### config.mk
export PLATFORM = sky130hd
export DESIGN_NAME = traffic_phase_ctrl
export DESIGN_NICKNAME = d
export VERILOG_FILES = /design/src/rtl/traffic_pkg.sv /design/src/rtl/dwell_timer.sv /design/src/rtl/traffic_phase_ctrl.sv
export SDC_FILE = /design/constraint.sdc
export NUM_CORES = 1
export LEC_CHECK = 0
export ABC_AREA = 1
export CORE_ASPECT_RATIO = 1.2
export CORE_MARGIN = 4
export CORE_UTILIZATION = 55
export CTS_BUF_LIST = sky130_fd_sc_hd__clkbuf_4 sky130_fd_sc_hd__clkbuf_8 sky130_fd_sc_hd__clkbuf_16
export CTS_CLUSTER_SIZE = 28
export DETAILED_ROUTE_END_ITERATION = 16
export PLACE_DENSITY_LB_ADDON = 0.12
export SETUP_SLACK_MARGIN = 0.4
export SLEW_MARGIN = 20
export SYNTH_ARGS = -nofsm -noshare
export SYNTH_HDL_FRONTEND = slang
export SYNTH_SLANG_ARGS = --single-unit
export TNS_END_PERCENT = 1
### constraint.sdc
create_clock -name clk_main -period 5.7 [get_ports clk_main]
set_input_delay 1.14 -clock clk_main [delete_from_list [all_inputs] [get_ports clk_main]]
set_output_delay 1.14 -clock clk_main [all_outputs]
set_load 0.005 [all_outputs]
### src/rtl/traffic_pkg.sv
// Shared definitions for the traffic phase controller: lamp codes, phase states, dwell lookup.
// FLASH_MODE_EN adds the night-flash state.
package traffic_pkg;

    localparam logic [1:0] LT_GREEN  = 2'b00;
    localparam logic [1:0] LT_YELLOW = 2'b01;
    localparam logic [1:0] LT_RED    = 2'b10;
    localparam logic [1:0] LT_DARK   = 2'b11;

`ifdef FLASH_MODE_EN
    typedef enum logic [2:0] {
        StGreen,
        StYellow,
        StAllRed,
        StPedWalk,
        StFlash
    } state_e;
`else
    typedef enum logic [2:0] {
        StGreen,
        StYellow,
        StAllRed,
        StPedWalk
    } state_e;
`endif

    // Dwell length in cycles for a state; the flash state takes the default arm.
    function automatic int unsigned dwell_sel(
        input state_e      st,
        input int unsigned green_cyc,
        input int unsigned yellow_cyc,
        input int unsigned allred_cyc,
        input int unsigned ped_cyc,
        input int unsigned flash_half
    );
        case (st)
            StGreen:   return green_cyc;
            StYellow:  return yellow_cyc;
            StAllRed:  return allred_cyc;
            StPedWalk: return ped_cyc;
            default:   return flash_half;
        endcase
    endfunction

endpackage

### src/rtl/dwell_timer.sv
// Down-counting dwell timer: loads a value, decrements to zero and holds there.
module dwell_timer #(
    parameter int unsigned      CNT_W   = 8,
    parameter logic [CNT_W-1:0] RST_VAL = '0
) (
    input  logic             clk_i,
    input  logic             rst_i,
    input  logic             load_i,
    input  logic [CNT_W-1:0] value_i,
    output logic             zero_o
);

    logic [CNT_W-1:0] cnt_q, cnt_d;

    always_comb begin
        cnt_d = cnt_q;
        if (load_i) begin
            cnt_d = value_i;
        end else if (cnt_q != '0) begin
            cnt_d = cnt_q - 1'b1;
        end
    end

    always_ff @(posedge clk_i or posedge rst_i) begin
        if (rst_i) begin
            cnt_q <= RST_VAL;
        end else begin
            cnt_q <= cnt_d;
        end
    end

    assign zero_o = (cnt_q == '0);

endmodule

### src/rtl/traffic_phase_ctrl.sv
// Round-robin multi-approach traffic phase controller with all-red clearance and pedestrian walk.
// Optional night flash mode is enabled by defining FLASH_MODE_EN.
module traffic_phase_ctrl
    import traffic_pkg::*;
#(
    parameter int unsigned N_APPR     = 2,
    parameter int unsigned CNT_W      = 8,
    parameter int unsigned GREEN_CYC  = 20,
    parameter int unsigned YELLOW_CYC = 4,
    parameter int unsigned ALLRED_CYC = 2,
    parameter int unsigned PED_CYC    = 10,
    parameter int unsigned FLASH_HALF = 8,
    localparam int unsigned IDX_W     = $clog2(N_APPR)
) (
    input  logic                  clk_main,
    input  logic                  rst_main,
    input  logic                  ped_req,
`ifdef FLASH_MODE_EN
    input  logic                  flash_mode,
`endif
    output logic [2*N_APPR-1:0]   light,
    output logic [IDX_W-1:0]      active_idx,
    output logic                  ped_ack,
    output logic                  ped_walk
);

    localparam logic [IDX_W-1:0] LAST_IDX = IDX_W'(N_APPR - 1);
    localparam logic [CNT_W-1:0] GREEN_LD = CNT_W'(GREEN_CYC - 1);

    state_e           state_q, state_d;
    logic [IDX_W-1:0] idx_q, idx_d, idx_next;
    logic             pend_q, pend_d;
    logic             ack_q, ack_d;
    logic             dwell_zero;
    logic             dwell_load, dwell_reload;
    logic [CNT_W-1:0] dwell_value;
`ifdef FLASH_MODE_EN
    logic             flash_dark_q, flash_dark_d;
    logic             from_flash_q, from_flash_d;
`endif

    assign idx_next = (idx_q == LAST_IDX) ? '0 : idx_q + 1'b1;

    always_comb begin
        state_d      = state_q;
        idx_d        = idx_q;
        dwell_reload = 1'b0;
`ifdef FLASH_MODE_EN
        flash_dark_d = flash_dark_q;
        from_flash_d = from_flash_q;
`endif
        unique case (state_q)
            StGreen: begin
                if (dwell_zero) state_d = StYellow;
            end
            StYellow: begin
                if (dwell_zero) state_d = StAllRed;
            end
            StAllRed: begin
                if (dwell_zero) begin
`ifdef FLASH_MODE_EN
                    if (flash_mode) begin
                        state_d      = StFlash;
                        flash_dark_d = 1'b0;
                    end else if (from_flash_q) begin
                        // Leaving flash restarts the rotation from approach 0.
                        state_d      = StGreen;
                        idx_d        = '0;
                        from_flash_d = 1'b0;
                    end else
`endif
                    if (pend_q) begin
                        state_d = StPedWalk;
                    end else begin
                        state_d = StGreen;
                        idx_d   = idx_next;
                    end
                end
            end
            StPedWalk: begin
                if (dwell_zero) begin
                    state_d = StGreen;
                    idx_d   = idx_next;
                end
            end
`ifdef FLASH_MODE_EN
            StFlash: begin
                if (!flash_mode) begin
                    state_d      = StAllRed;
                    from_flash_d = 1'b1;
                end else if (dwell_zero) begin
                    flash_dark_d = ~flash_dark_q;
                    dwell_reload = 1'b1;
                end
            end
`endif
            default: begin
                state_d = StGreen;
                idx_d   = '0;
            end
        endcase
    end

    assign dwell_load  = dwell_reload || (state_d != state_q);
    assign dwell_value = CNT_W'(dwell_sel(state_d, GREEN_CYC, YELLOW_CYC, ALLRED_CYC, PED_CYC,
                                          FLASH_HALF) - 1);

    // Walk entry clears the pending request; a request seen on that edge is dropped by design
    // since pend is still set then, so the next free cycle re-latches it.
    always_comb begin
        pend_d = pend_q;
        ack_d  = 1'b0;
        if (state_d == StPedWalk && state_q != StPedWalk) begin
            pend_d = 1'b0;
        end else if (ped_req && !pend_q) begin
            pend_d = 1'b1;
            ack_d  = 1'b1;
        end
    end

    always_ff @(posedge clk_main or posedge rst_main) begin
        if (rst_main) begin
            state_q      <= StGreen;
            idx_q        <= '0;
            pend_q       <= 1'b0;
            ack_q        <= 1'b0;
`ifdef FLASH_MODE_EN
            flash_dark_q <= 1'b0;
            from_flash_q <= 1'b0;
`endif
        end else begin
            state_q      <= state_d;
            idx_q        <= idx_d;
            pend_q       <= pend_d;
            ack_q        <= ack_d;
`ifdef FLASH_MODE_EN
            flash_dark_q <= flash_dark_d;
            from_flash_q <= from_flash_d;
`endif
        end
    end

    dwell_timer #(
        .CNT_W   (CNT_W),
        .RST_VAL (GREEN_LD)
    ) u_dwell_timer (
        .clk_i   (clk_main),
        .rst_i   (rst_main),
        .load_i  (dwell_load),
        .value_i (dwell_value),
        .zero_o  (dwell_zero)
    );

    always_comb begin
        light = '0;
        for (int unsigned i = 0; i < N_APPR; i++) begin
            light[2*i +: 2] = LT_RED;
            if (idx_q == IDX_W'(i) && state_q == StGreen) begin
                light[2*i +: 2] = LT_GREEN;
            end else if (idx_q == IDX_W'(i) && state_q == StYellow) begin
                light[2*i +: 2] = LT_YELLOW;
            end
`ifdef FLASH_MODE_EN
            if (state_q == StFlash) begin
                light[2*i +: 2] = flash_dark_q ? LT_DARK : LT_YELLOW;
            end
`endif
        end
    end

    assign active_idx = idx_q;
    assign ped_ack    = ack_q;
    assign ped_walk   = (state_q == StPedWalk);

endmodule
==> results.tsv <==
stage	metric	value	unit
global_routing	grt_util_met1	0.192	
placement	globalplace.congestion	0.832	
global_routing	use_met3	0.0275	
worst_setup_path	critical_path_class	flop to primary output	
floorplan	fp.coreArea	1500	um2
worst_setup_path	critPathBufInv	1	
global_routing	grt_pass1_wl	3090	um
job	max_cap_viol_count	0	
routing	wl	1680	um
worst_setup_path	crit_path_frequent_cell	nor2_1	
synth	ys_types	28	
clocking	cts.repair.resized	0	
sta	tns	0	ps
worst_setup_path	required	4560	ps
pwr	p_sw_frac	0.307	
layout	final_area	1050	um2
layout	final_util	0.701	
worst_setup_path	start_kind	flop	
global_routing	first_global_vias	731	
routing	antenna_left	0	
clocking	cts_buffers	3	
clocking	cts_num_sinks	14	
pwr	p_int	0.167	mW
pwr	powerDensity	229	nW/um2
routing	dr.pass1.iters	4	
floorplan	ioPinCount	10	
worst_setup_path	cp_max_fo	6	
global_routing	antenna_found_initial	0	
clocking	tritoncts	done	
global_routing	grt-busiest-layer	met2	
global_routing	grt.total_usage	0.182	
sta	rsz0062_at_grt	no	
status	status	completed	
worst_setup_path	cp_data_arrival_time	1730	ps
synth	netlist_area	905	um2
pwr	seq_power_share	0.494	
sta	period_share	0.504	
clocking	clk_pin_slew	90	ps
pwr	pwr-share-clk	0.300	
sta	maxSlewHeadroom	0.650	
clocking	cts_setup_buffers	0	
synth	postSynthCellCount	104	
pwr	p_sw	0.0739	mW
global_routing	grt_remaining_overflow	0	
worst_setup_path	critPathTopFamily	simple AND/OR/NAND/NOR gates	
pwr	worst_ir_drop_vdd	0.159	mV
synth	ys.flop_type	dfrtp_1	
layout	fill_cells	126	
floorplan	die_h	52.4	um
synth	async_reset_ff_frac	1.00	
synth	synth-seq-area-share	0.391	
synth	syn-num-nets	108	
clocking	h-tree-depth	1	
routing	wl_per_cell	12.5	um
worst_setup_path	crit_path_end_kind	primary output	
routing	num_vias	700	
sta	setup_violations	0	
worst_setup_path	r2r_slack	3500	ps
floorplan	start_util	0.603	
routing	drcViolationCount	0	
placement	io_buffers	9	
sta	hold_viol	0	
worst_setup_path	crit_path_max_incr_delay	500	ps
synth	synth_edf_count	0	
sta	tightestPinTransition	525	ps
placement	placed_area	1020	um2
placement	dp_hpwl	1320	um
clocking	cts-root-buf	clkbuf_4	
layout	drive_above_1_share	0.291	
global_routing	grt_max_degree	15	
synth	synth-seq-cells	14	
layout	syn2layout_area_growth	16.3	%
routing	avgViaCountPerCell	5.22	
sta	finClkSkew	6.39	ps
routing	drt_iter0_drc	13	
layout	num-nets-final	122	
pwr	power	0.241	mW
clocking	ctsHoldBuffers	0	
clocking	cts_buffer_depth	2	
pwr	comb_power_share	0.206	
global_routing	met2_usage	0.344	
clocking	clock_latency	280	ps
worst_setup_path	worstPathCellList	nor2_1 > nand2_1 > nor2_1 > clkdlybuf4s50_1	
sta	finalCriticalPeriod	2870	ps
sta	max_freq	0.348	GHz
pwr	p_leak	0.514	nW
synth	avgSynthCellArea	8.70	um2
worst_setup_path	cp_slowest_cell	clkdlybuf4s50_1	
synth	synth_warnings	0	
floorplan	die_area	2360	um2
floorplan	die_w	45.0	um
floorplan	fp-row-count	15	
hold_path	hold_path_class	flop to flop	
sta	report.final.slew_viol_count	0	
layout	antenna_cells	0	
kinds of logic (layout without fill, tap and decap cells):
kind of cell	after synthesis	after routing	synth area share
xor gates and xnor gates	2	2	0.0194
other	1	1	0.00415
and+or+nand+nor	58	58	0.415
AOI/OAI and AO/OA	11	11	0.0857
DFF	14	14	0.391
buffers and inverters	17	30	0.0705
adders and majority gates	1	1	0.0138
state kept, by name, summed over array words and instances, names as in the netlist:
| register | count |
|---|---|
| active_idx | 1 |
| ped_ack | 1 |
| u_dwell_timer.cnt_q | 8 |
| state_q | 3 |
| pend_q | 1 |
metal layers:
layer	share of wire	wire length, um
met5	0	0
met2	0.54	910
met3	0.039	65
met1	0.40	680
met4	0.015	25
Yosys cell counts (2+ instances only):
cell type,count,share of area
o21ai_0,5,0.028
nor2_1,11,0.046
nand2_2,6,0.041
dfstp_2,3,0.087
o21ai_1,3,0.017
inv_1,15,0.062
xor2_1,2,0.019
nor2_2,4,0.028
nand2_4,3,0.037
nor2_4,5,0.062
dfrtp_1,11,0.30
nand4_1,2,0.014
inv_2,2,0.0083
nand2_1,17,0.071
nand3_1,2,0.011
power groups by stage:
| stage | Combinational, mW | Clock (mW) | Sequential [mW] |
|---|---|---|---|
| after floorplan | 0.0400 | 0 | 0.119 |
| after global placement | 0.0478 | 0 | 0.120 |
| after detailed placement | 0.0496 | 0 | 0.121 |
| after CTS | 0.0503 | 0.0720 | 0.119 |
| after global routing | 0.0556 | 0.0767 | 0.120 |
| final | 0.0496 | 0.0723 | 0.119 |
layout make-up:
cell class	count	area (um2)	area share
Timing Repair Buffer	9	90.1	0.0856
Inverter	17	63.8	0.0606
Tap cell	17	21.3	0.0202
Multi-Input combinational cell	73	487	0.463
Clock buffer	4	36.3	0.0345
Sequential cell	14	354	0.337
layout by cell type, fill, tap and decap left out, types with 4 or more instances in the layout:
master           Yosys  routed
clkdlybuf4s50_1      0       9
dfrtp_1             11      11
inv_1               15      15
nand2_1             17      17
nand2_2              6       6
nor2_1              11      11
nor2_2               4       4
nor2_4               5       5
o21ai_0              5       5
worst paths after layout:
path                                                         start                                 end  cells after the start
worst min register to register  u_dwell_timer.cnt_q[0]$_DFFE_PP1P_  u_dwell_timer.cnt_q[0]$_DFFE_PP1P_                      1
worst max-delay path                          state_q[1]$_DFF_PP0_                            light[0]                      4
worst max register to register  u_dwell_timer.cnt_q[0]$_DFFE_PP1P_  u_dwell_timer.cnt_q[6]$_DFFE_PP0P_                     14
worst min-delay path            u_dwell_timer.cnt_q[0]$_DFFE_PP1P_  u_dwell_timer.cnt_q[0]$_DFFE_PP1P_                      1
min in group asynchronous                                 rst_main  u_dwell_timer.cnt_q[2]$_DFFE_PP0P_                      2
max in group asynchronous                                 rst_main  u_dwell_timer.cnt_q[1]$_DFFE_PP1P_                      2
metrics by stage:
step	setup WS (ps)	instances	hold WS, ps
final	2830	134	487
after global routing	2680	134	503
after CTS	2830	134	490
after detailed placement	3140	130	464
after global placement	3200	130	457
after floorplan	3660	104	440
Note: power is estimated with default switching activity, not from simulation.
